## src/rtl/fp_mul_rr_sched.sv

```systemverilog
// Round-robin scheduler sharing one single-precision FP multiplier among N_REQ requesters.
// Define FP_SCHED_TIMEOUT_EN to bound the multiplier wait to TMO_CYC cycles (NaN + resp_err).
module fp_mul_rr_sched #(
    parameter int N_REQ   = 4,
    parameter int IDW     = 2,
    parameter int TMO_CYC = 16
) (
    input  logic                clk,
    input  logic                rst,
    input  logic [N_REQ-1:0]    req_valid,
    output logic [N_REQ-1:0]    req_ready,
    input  logic [32*N_REQ-1:0] req_a,
    input  logic [32*N_REQ-1:0] req_b,
    output logic [N_REQ-1:0]    resp_valid,
    input  logic [N_REQ-1:0]    resp_ready,
    output logic [31:0]         resp_z,
    output logic                resp_err,
    output logic [IDW-1:0]      grant_id,
    output logic                busy,
    output logic                mul_en,
    output logic [31:0]         mul_a,
    output logic [31:0]         mul_b,
    input  logic [31:0]         mul_z,
    input  logic                mul_ready
);

    localparam logic [1:0] IDLE  = 2'd0;
    localparam logic [1:0] ISSUE = 2'd1;
    localparam logic [1:0] WAIT  = 2'd2;
    localparam logic [1:0] RESP  = 2'd3;

    logic [1:0]     state;
    logic [IDW-1:0] rr_ptr;
    logic [IDW-1:0] gnt;
    logic           found;
    logic [31:0]    sel_a;
    logic [31:0]    sel_b;
    logic           resp_acc;

    // First valid requester strictly after rr_ptr, wrapping modulo N_REQ.
    always_comb begin
        found = 1'b0;
        gnt   = '0;
        for (int i = 1; i <= N_REQ; i++) begin
            for (int j = 0; j < N_REQ; j++) begin
                if (!found && req_valid[j] && j == (int'(rr_ptr) + i) % N_REQ) begin
                    found = 1'b1;
                    gnt   = IDW'(j);
                end
            end
        end
    end

    always_comb begin
        sel_a      = '0;
        sel_b      = '0;
        req_ready  = '0;
        resp_valid = '0;
        for (int j = 0; j < N_REQ; j++) begin
            if (gnt == IDW'(j)) begin
                sel_a = req_a[32*j +: 32];
                sel_b = req_b[32*j +: 32];
            end
            req_ready[j]  = !rst && state == IDLE && found && gnt == IDW'(j);
            resp_valid[j] = state == RESP && grant_id == IDW'(j);
        end
    end

    assign resp_acc = |(resp_valid & resp_ready);
    assign mul_en   = state == ISSUE || state == WAIT;
    assign busy     = state != IDLE;

`ifdef FP_SCHED_TIMEOUT_EN
    localparam int CW = ($clog2(TMO_CYC + 1) > 5) ? $clog2(TMO_CYC + 1) : 5;
    logic [CW-1:0] tmo_cnt;
`else
    assign resp_err = 1'b0;
`endif

    always_ff @(posedge clk) begin
        if (rst) begin
            state    <= IDLE;
            rr_ptr   <= IDW'(N_REQ - 1);
            grant_id <= '0;
            mul_a    <= '0;
            mul_b    <= '0;
            resp_z   <= '0;
`ifdef FP_SCHED_TIMEOUT_EN
            resp_err <= 1'b0;
            tmo_cnt  <= '0;
`endif
        end else begin
            case (state)
                IDLE: begin
                    if (found) begin
                        grant_id <= gnt;
                        mul_a    <= sel_a;
                        mul_b    <= sel_b;
                        state    <= ISSUE;
                    end
                end
                ISSUE: begin
`ifdef FP_SCHED_TIMEOUT_EN
                    tmo_cnt <= '0;
`endif
                    state <= WAIT;
                end
                WAIT: begin
                    if (mul_ready) begin
                        resp_z <= mul_z;
`ifdef FP_SCHED_TIMEOUT_EN
                        resp_err <= 1'b0;
`endif
                        state <= RESP;
                    end
`ifdef FP_SCHED_TIMEOUT_EN
                    else if (tmo_cnt == CW'(TMO_CYC - 1)) begin
                        resp_z   <= 32'hFFC0_0000;
                        resp_err <= 1'b1;
                        state    <= RESP;
                    end else begin
                        tmo_cnt <= tmo_cnt + CW'(1);
                    end
`endif
                end
                RESP: begin
                    if (resp_acc) begin
                        rr_ptr <= grant_id;
                        state  <= IDLE;
                    end
                end
                default: state <= IDLE;
            endcase
        end
    end

endmodule

```

## config.mk

```make
export PLATFORM = sky130hd
export DESIGN_NAME = fp_mul_rr_sched
export DESIGN_NICKNAME = d
export VERILOG_FILES = /design/src/rtl/fp_mul_rr_sched.sv
export SDC_FILE = /design/constraint.sdc
export NUM_CORES = 1
export LEC_CHECK = 0
export ABC_AREA = 1
export CORE_AREA = 2 2 157 159
export CTS_BUF_LIST = sky130_fd_sc_hd__clkbuf_4 sky130_fd_sc_hd__clkbuf_8 sky130_fd_sc_hd__clkbuf_16
export DETAILED_ROUTE_END_ITERATION = 8
export DIE_AREA = 0 0 159 161
export GPL_TIMING_DRIVEN = 0
export PLACE_DENSITY_LB_ADDON = 0.05
export SYNTH_ARGS = -nofsm -noshare
export SYNTH_HDL_FRONTEND = slang
export SYNTH_SLANG_ARGS = --single-unit
```

## constraint.sdc

```tcl
create_clock -name clk -period 4.15 [get_ports clk]
set_clock_uncertainty 0.1 [all_clocks]
set_input_delay 0.83 -clock clk [delete_from_list [all_inputs] [get_ports clk]]
set_output_delay 0.83 -clock clk [all_outputs]
set_load 0.02 [all_outputs]
```

**Yosys cells after proc, flatten, opt, wreduce, memory -nomap -nowiden**

Index checks and enable logic that the tools add are counted.

- Bitwise gates (word level): 5
- Reduce and logical (&&, ||, !) cells: 75
- Add/subtract/negate cells: 4
- Eq/ne operators: 24
- Multiplexer cells: 43

Operators by type and width:

| cell | number |
|---|---|
| 2-to-1 mux 32 bit | 8 |
| logical NOT 32 bit | 4 |
| logical AND 1 bit | 41 |
| 2-to-1 mux 2 bit | 17 |
| equality test 3 bit, first input constant | 8 |
| 2-to-1 mux 1 bit | 17 |
| logical NOT 1 bit | 16 |
| equality test 2 bit, second input constant | 6 |
| equality test 2 x 3 -> 1 bit, first input constant | 4 |
| case mux 2 bit (4 select lines) | 1 |
| OR reduction 2 bit | 4 |
| equality test 2 x 1 -> 1 bit, second input constant | 3 |
| logical NOT 2 bit | 3 |
| inequality test 2 bit, second input constant | 3 |
| AND reduction 2 bit | 3 |
| adder 2 x 1 -> 2 bit, second input constant | 2 |
| adder 2 bit, second input constant | 2 |
| bitwise AND 1 bit, first input constant | 4 |
| bitwise AND 4 bit | 1 |
| OR reduction 4 bit | 1 |
| AND reduction 3 bit | 1 |
| nonzero test 2 bit | 1 |
| logical OR 1 bit | 1 |

- Flip-flop bits (word level): 102
- Input port bits: 299
- Logic and storage cells: 157

**Logic depth before layout (Yosys ltp)**

Gate-level depths: netlist of the first run.

- Depth after elaboration: 71
- Depth in mapped cells: 19
- Gate-level depth less buffers: 17

**Least setup slack after synthesis of the first run**

No wires, ideal clock.

- Kind: input to output
- Start point: input port req_valid[3]
- End point: output port req_ready[1]
- Required time: 3.220 ns
- Buffers on the path: 2
- Arrival: 2.787 ns
- Setup slack: 0.433 ns
- Stages on the path: 13
- Path through: nand3_1 nand2_1 nor2_2 nand4_1 nor2_2 nand4_2 nor2_1 nand3_1 nand2_2 inv_2 buf_2 clkbuf_1 nor3_1

- Longest elaborated chain between the ends: 53
- Elaborated cells on any way between the ends: 67

RTL lines:

| what | RTL line | text |
|---|---|---|
| start, declared | 10 | `input logic [N_REQ-1:0] req_valid,` |
| logical AND 1 bit (2 in series) | 46 | `if (!found && req_valid[j] && j == (int'(rr_ptr) + i) % N_REQ) begin` |
| 2-to-1 mux 1 bit | 46 |  |
| logical NOT 1 bit | 46 |  |
| logical AND 1 bit (2 in series) | 46 |  |
| 2-to-1 mux 1 bit | 46 |  |
| logical NOT 1 bit | 46 |  |
| logical AND 1 bit (2 in series) | 46 |  |
| 2-to-1 mux 1 bit | 46 |  |
| [32 not listed] | -- |  |
| logical NOT 1 bit | 46 |  |
| logical AND 1 bit (2 in series) | 46 |  |
| 2-to-1 mux 1 bit | 46 |  |
| logical NOT 1 bit | 46 |  |
| logical AND 1 bit (2 in series) | 46 |  |
| 2-to-1 mux 2 bit / 2-to-1 mux 1 bit (equally long branches) | 46 |  |
| equality test 2 x 1 -> 1 bit / logical AND 1 bit (equally long branches) | 64 | `req_ready[j] = !rst && state == IDLE && found && gnt == IDW'(j);` |
| logical AND 1 bit * | 64 |  |
| end, declared | 11 | `output logic [N_REQ-1:0] req_ready,` |

Mark *: on every way between the ends. The rest lies on a longest branch, timed or not.

**Worst setup path in the final report of the first run**

- Start point: input port req_valid[2]
- End point: output port req_ready[3]

- Longest elaborated chain between the ends: 57
- Elaborated cells on any way between the ends: 72

RTL lines:

| what | RTL line |
|---|---|
| logical AND 1 bit (2 in series) | 46 |
| 2-to-1 mux 1 bit | 46 |
| logical NOT 1 bit | 46 |
| logical AND 1 bit (2 in series) | 46 |
| 2-to-1 mux 1 bit | 46 |
| logical NOT 1 bit | 46 |
| logical AND 1 bit (2 in series) | 46 |
| 2-to-1 mux 1 bit | 46 |
| [36 not listed] | -- |
| logical NOT 1 bit | 46 |
| logical AND 1 bit (2 in series) | 46 |
| 2-to-1 mux 1 bit | 46 |
| logical NOT 1 bit | 46 |
| logical AND 1 bit (2 in series) | 46 |
| 2-to-1 mux 2 bit / 2-to-1 mux 1 bit (equally long branches) | 46 |
| equality test 2 bit / logical AND 1 bit (equally long branches) | 64 |
| logical AND 1 bit * | 64 |

Marked as above.

==> metrics.md, run 1 <==
| Metric | Value |
|---|---|
| Reg clk slew, reported paths | roughly 0.08 ns |
| I/O Buffers | approximately 400 |
| Cell area after synthesis | 5930 sq um |
| DRT iter0 DRCs | between 300 and 400 |
| GRT busiest layer | met2 |
| Share of synthesized area occupied by flip-flops and latches | 0.344 |
| Arr. time, crit path | around 3 ns |
| Worst IR drop on VDD | 0.206 mV |
| Mean instance size in the synthesized netlist | 6.15 sq um |
| Complex-gate fraction of the synthesized area | 0.113 |
| Largest area contributor in the netlist | dfxtp_1 |
| Num rows | 57 |
| Core area | roughly 24000 sq um |
| Antenna violations before repair | 0 |
| Total die area | 25600 sq um |
| Final RePlAce weighted congestion | just over 0.8 |
| Area Growth Syn to Fin | 82.6% |
| Power consumption | 0.00666 W |
| Grt met2 use | 0.399 |
| Detailed-route wire length | ~29000 microns |
| Met3 usage in global routing | 0.0570 |
| Worst-margin pin slew | just over 0.6 ns |
| Worst setup EP type | output pin |
| Post-synthesis register bit count | slightly above 100 |
| Outcome | completed |
| Initial core utilization | 0.248 |
| Routed length per placed instance | 17.1 microns |
| Number of H-tree levels | 3 |
| Number of hold-slack violations in the final timing report | 0 |
| Number of nets at the end of the flow | about 1.7k |
| Share of cells above drive strength 1 | 0.0538 |
| Clock Root Buffer | clkbuf_16 |
| Reported max-cap violation count | 0 |
| DIE HEIGHT | between 150 and 200 microns |
| Post-synth top area share | 0.344 |
| Synthesized-area fraction occupied by adder cells | 0.00633 |
| Count of clock tree sinks | 102 |
| TritonCTS clock tree | built |
| Cells after synthesis | 965 |
| Time the worst path needs with I/O delays and setup | between 3 and 4 ns |
| Xor and xnor fraction of the mapped netlist area | 0 |
| Final standard cell count with taps included and fillers excluded | about 1.7k |
| Worst slew margin relative to its limit | 0.584 |
| Global-route wire length before repair | approximately 44000 microns |
| Worst-case clock buffer depth | 2 |
| Syn nets | around 1.3k |
| Required time reported for the critical path endpoint | 3.22 ns |
| Fraction of the cycle the final worst path needs | 0.959 |
| Post-synthesis simple-gate area fraction | 0.453 |
| P_leak | approximately 4.4 nW |
| Overflow left after global routing | 0 |
| DRT Pass-1 Iters | 4 |
| Number of global-route vias before repair | roughly 7.7k |
| Placed cells | about 1.7k |
| Average vias per placed instance | between 4 and 5 |
| Multiplexer fraction of the synthesized cell area | 0 |
| Number of nets with antenna violations after routing | 0 |
| Number of antenna diodes | 0 |
| Maximum number of pins on one net before global-route repair | 22 |
| Startpoint kind of the worst setup timing path | input pin |
| Number of endpoints failing setup at the final stage | 0 |
| Maximum achievable frequency | ~0.25 GHz |
| Summed negative setup slack over all endpoints | 0 ns |
| Die Width | approximately 160 microns |
| CTS buffer count | 9 |
| Type of the most critical hold path | reg2reg |
| Boundary pin count | around 410 |
| Top area cells in the synthesized netlist | dfxtp_1 34%, nand2_1 15%, nor2_1 11% |
| P per Cell Area | 615 nW/um^2 |
| Crit Path Max Fanout | 19 |
| Dominant combinational cell family by area after synthesis | simple AND/OR/NAND/NOR gates |
| Post-detailed-route DRC marker count | 0 |
| Total number of vias | roughly 7.9k |
| Unique cell type count in the Yosys netlist | 29 |
| Slew Limit Fails | 0 |
| Clock insertion delay at the later pin of the skew report | roughly 0.36 ns |
| Half-perimeter wire length after placement | between 20000 and 25000 microns |
| Global-route track usage on met1 | 0.261 |
| Yosys warning count | 0 |
| WS Path Type | in2out |
| Global router's overall resource usage | 0.221 |
[critical path, cell delays in order]
cell,delay [ns]
dlygate4sd2_1,0.28
nand3_1,0.10
nand2_1,0.09
nor2_2,0.13
nand4_1,0.15
nor2_2,0.19
nand4_4,0.14
nor3_4,0.19
buf_4,0.15
nand4_4,0.17
nand2_4,0.15
nand2_2,0.08
buf_8,0.16
nor2_1,0.10
buf_4,0.15
[cells by family (layout without fill, tap and decap cells)]
logic type                 after synthesis  in the layout
buffers and inverters                  118            546
other                                    1              1
adders and majority gates                3              3
DFF                                    102            102
AOI/OAI and AO/OA                      132            132
and+or+nand+nor                        609            609
[registers in the layout, summed over array words and instances (netlist names)]
signal,flops
state,2
mul_a,32
resp_z,32
mul_b,32
rr_ptr,2
grant_id,2
[cells in the mapped netlist]
master and n:
o31ai_1 1, clkbuf_1 47, nand4_1 75, nand2_2 2, nor2_2 4, inv_1 41
nor3_4 1, nand3b_1 4, nand3_1 98, buf_2 15, nand2_1 244, ha_1 3
nor2_4 1, a22o_1 1, dfxtp_1 102, a21oi_1 25, nor2_1 171, nor3_1 6
o21ai_0 98, buf_4 7, o21ai_1 5, conb_1 1, nand4_4 1, nand4_2 1
nand2_4 1, a221o_1 1, buf_1 5, a31oi_1 1, inv_2 3
[per-stage QoR]
stage	cell area, sq um	utilization	hold WS, ns	worst slack, ns
3_3_place_gp	10400	0.434	0.354	-1.30
2_1_floorplan	5930	-	0.368	0.433
4_1_cts	10800	0.450	0.367	0.0550
3_5_place_dp	10400	0.434	0.356	-1.24
5_1_grt	10800	0.452	0.381	-0.0286
6_report	10800	0.452	0.366	0.171
[layout by cell type, fill, tap and decap left out, types with 5 or more instances in the layout]
cell type        count
nand2_1            241
nand3_1             97
buf_2               11
clkdlybuf4s50_1    398
nand4_1             75
clkbuf_1            44
o21ai_0             98
nor3_1               5
inv_1               40
dfxtp_1            102
a21oi_1             25
o21ai_1              5
buf_1                5
nor2_2               5
buf_4               20
nor2_1             170
clkbuf_16            9
[report_power, final]
group | switching (W) | leakage (nW) | internal, W
combinational | 0.00251 | 3.40 | 0.00170
sequential | 0.000196 | 0.840 | 0.00135
clock | 0.000459 | 0.150 | 0.000436
[timing repair]
action,4_1_cts,5_1_grt
setup buffers,8,3
hold buffers,0,0
gates resized for setup,37,17
setup endpoints to repair,4,4
pin swaps,6,6
[layer usage]
layer | routed length, microns | vias up
met3 | 1860 | 26
met1 | 12300 | 3571
met2 | 14700 | 260
met4 | 580 | 0
met5 | 0 | -
li1 | - | 4045
[cell type report]
class,count,area (sq um)
fillers,2629,13100
repair buffers,417,4120
multi-input cells,745,3460
flip-flops and latches,102,2040
well taps,324,405
plain buffers,69,324
clock buffers,9,225
inverters,44,169
clock inverters,7,81.3
[worst paths after layout]
check	startpoint	to	slack, ns	cells after the start
worst max-delay path	req_valid[2]	req_ready[3]	0.17	15
worst min-delay path	mul_a[8]	mul_a[8]	0.37	2
worst max register to register	rr_ptr[1]	mul_b[26]	0.62	19
worst min register to register	mul_a[8]	mul_a[8]	0.37	2
No activity file was read; power rests on OpenSTA's default activity.
==> inputs of run 2 (changes only) <==
--- a/config.mk
+++ b/config.mk
@@ -15,3 +15,4 @@
 export SYNTH_ARGS = -nofsm -noshare
 export SYNTH_HDL_FRONTEND = slang
 export SYNTH_SLANG_ARGS = --single-unit
+export TNS_END_PERCENT = 50
==> metrics.md, run 2 (synthesis results as in run 1) <==
| Metric | Value |
|---|---|
| Initial core utilization | 0.248 |
| Outcome | completed |
| Final cell utilization of the core | 0.452 |
| Average vias per placed instance | roughly 4.6 |
| Number of H-tree levels | 3 |
| WS Path Type | in2out |
| Area Growth Syn to Fin | 82.5% |
| Capture point of the worst path | req_ready[1] |
| Maximum achievable frequency | roughly 0.25 GHz |
| DRT Pass-1 Iters | 4 |
| Time the worst path needs with I/O delays and setup | about 4 ns |
| R2R Path End | mul_b[26] |
| Setup slack after placement | -1.24 ns |
| Count of fill cells added during filler insertion | 2629 |
| P per Cell Area | between 600 and 700 nW/um^2 |
| P_leak | roughly 4.4 nW |
| Combinational fraction of design power | 0.633 |
| Boundary pin count | around 410 |
| Global router's overall resource usage | 0.221 |
| Power consumption | about 0.0067 W |
| Fraction of the cycle the final worst path needs | 0.961 |
| Clock insertion delay at the later pin of the skew report | between 0.3 and 0.4 ns |
| Worst IR drop on VDD | 0.206 mV |
| Worst-case clock buffer depth | 2 |
| Number of nets at the end of the flow | about 1.7k |
| Minimum setup slack in the final design | about 0.16 ns |
| Overflow left after global routing | 0 |
| Crit Path Max Fanout | 19 |
| Internal Pwr Total | around 0.0035 W |
| Flop-to-flop setup slack | 0.62 ns |
| Worst Setup SP | req_valid[2] |
| Detailed-route wire length | about 29000 microns |
| Post-detailed-route DRC marker count | 0 |
| Global-route wire length before repair | 44000 microns |
| Clock Root Buffer | clkbuf_16 |
| Top flop regs | mul_a x32, mul_b x32, resp_z x32 |
| Number of antenna diodes | 0 |
| Startpoint kind of the worst setup timing path | input pin |
| Count of clock tree sinks | 102 |
| DRT iter0 DRCs | between 300 and 400 |
| TritonCTS clock tree | built |
| Slew Limit Fails | 0 |
| Die Width | 159 microns |
| Most common cell after layout, fill and taps aside | clkdlybuf4s50_1 |
| Required time reported for the critical path endpoint | about 3.2 ns |
| Maximum number of pins on one net before global-route repair | 22 |
| Core area | around 24000 sq um |
| I/O Buffers | roughly 410 |
| Number of global-route vias before repair | 7735 |
| Psw | 0.00316 W |
| Half-perimeter wire length after placement | approximately 24000 microns |
| Total number of vias | between 7k and 8k |
| Most frequent cells in the layout | 398 x clkdlybuf4s50_1, 241 x nand2_1, 170 x nor2_1, 102 x dfxtp_1, 98 x o21ai_0 |
| Summed negative setup slack over all endpoints | 0 ns |
| Total die area | 25600 sq um |
| Number of nets with antenna violations after routing | 0 |
| Number of endpoints failing setup at the final stage | 0 |
| Worst-margin pin slew | 0.624 ns |
| Path depth of the worst reg2reg path | 19 |
| Antenna violations before repair | 0 |
| Final RePlAce weighted congestion | a little over 0.8 |
| Worst slew margin relative to its limit | 0.584 |
| CTS buffer count | 9 |
| Num rows | 57 |
| Final Hold Slack | approximately 0.37 ns |
| Register share of total power | 0.233 |
| Reg clk slew, reported paths | around 0.08 ns |
| Min-Delay Path Depth | 2 |
| Unrepaired setup endpoints after global routing | yes |
| DIE HEIGHT | approximately 160 microns |
| Routed length per placed instance | 17.1 microns |
| Number of hold-slack violations in the final timing report | 0 |
| Share of cells above drive strength 1 | 0.0538 |
| Clock network fraction of design power | 0.134 |
| Arr. time, crit path | about 3 ns |
| Worst setup EP type | output pin |
| Reported max-cap violation count | 0 |
| Launch point of the worst reg-to-reg path | rr_ptr[1] |
| Type of the most critical hold path | reg2reg |
| Switching power as a share of total power | 0.475 |
## run 2: area by class of cell
cell class / count / area, sq um / share of cell area
Sequential cell: 102 / 2040 / 0.189
Clock buffer: 9 / 225 / 0.0208
Multi-Input combinational cell: 745 / 3460 / 0.320
Clock inverter: 7 / 81.3 / 0.00751
Tap cell: 324 / 405 / 0.0374
Buffer: 69 / 324 / 0.0299
Inverter: 44 / 169 / 0.0156
Timing Repair Buffer: 417 / 4120 / 0.381
## run 2: worst max-delay path, cell delays in order
cell and delay (ns):
dlygate4sd2_1 0.28, nand3_1 0.10, nand2_1 0.09, nor2_2 0.13, nand4_1 0.15, nor2_2 0.19
nand4_4 0.14, nor2_2 0.15, nand3_1 0.14, nand2_4 0.15, inv_2 0.08, clkbuf_4 0.24
nor3_1 0.19, buf_2 0.21
## run 2: power by group through the flow
stage | clock network (W) | logic [W] | registers [W]
final | 0.000895 | 0.00421 | 0.00155
after global routing | 0.000960 | 0.00466 | 0.00160
after CTS | 0.000927 | 0.00424 | 0.00155
after detailed placement | 0 | 0.00416 | 0.00157
after global placement | 0 | 0.00416 | 0.00156
after floorplan | 0 | 0.00189 | 0.00199
## run 2: worst min path at each step
stage,start,endpoint,slack (ns)
final,mul_a[8],mul_a[8],0.37
after global routing,mul_a[8],mul_a[8],0.38
after CTS,mul_b[30],mul_b[30],0.37
after detailed placement,mul_a[6],mul_a[6],0.36
after global placement,mul_a[6],mul_a[6],0.35
after floorplan,state[1],state[1],0.37
## run 2: what timing repair did
item,4_1_cts,5_1_grt
hold buffers,0,0
gates cloned,0,0
setup buffers,8,3
gates resized for setup,37,16
endpoints found under the setup margin,4,4
pin swaps,6,6
## run 2: routing by layer
metal | track usage | up-vias | share of wire
li1 | - | 4045 | -
met1 | 0.261 | 3569 | 0.42
met2 | 0.399 | 260 | 0.50
met3 | 0.0570 | 26 | 0.063
met4 | 0.0562 | 0 | 0.020
met5 | 0 | - | 0
## run 2: metrics by stage
step / area [sq um] / cells
2_1_floorplan: 5930 / 965
3_3_place_gp: 10400 / 1695
3_5_place_dp: 10400 / 1695
4_1_cts: 10800 / 1715
5_1_grt: 10800 / 1717
6_report: 10800 / 1717
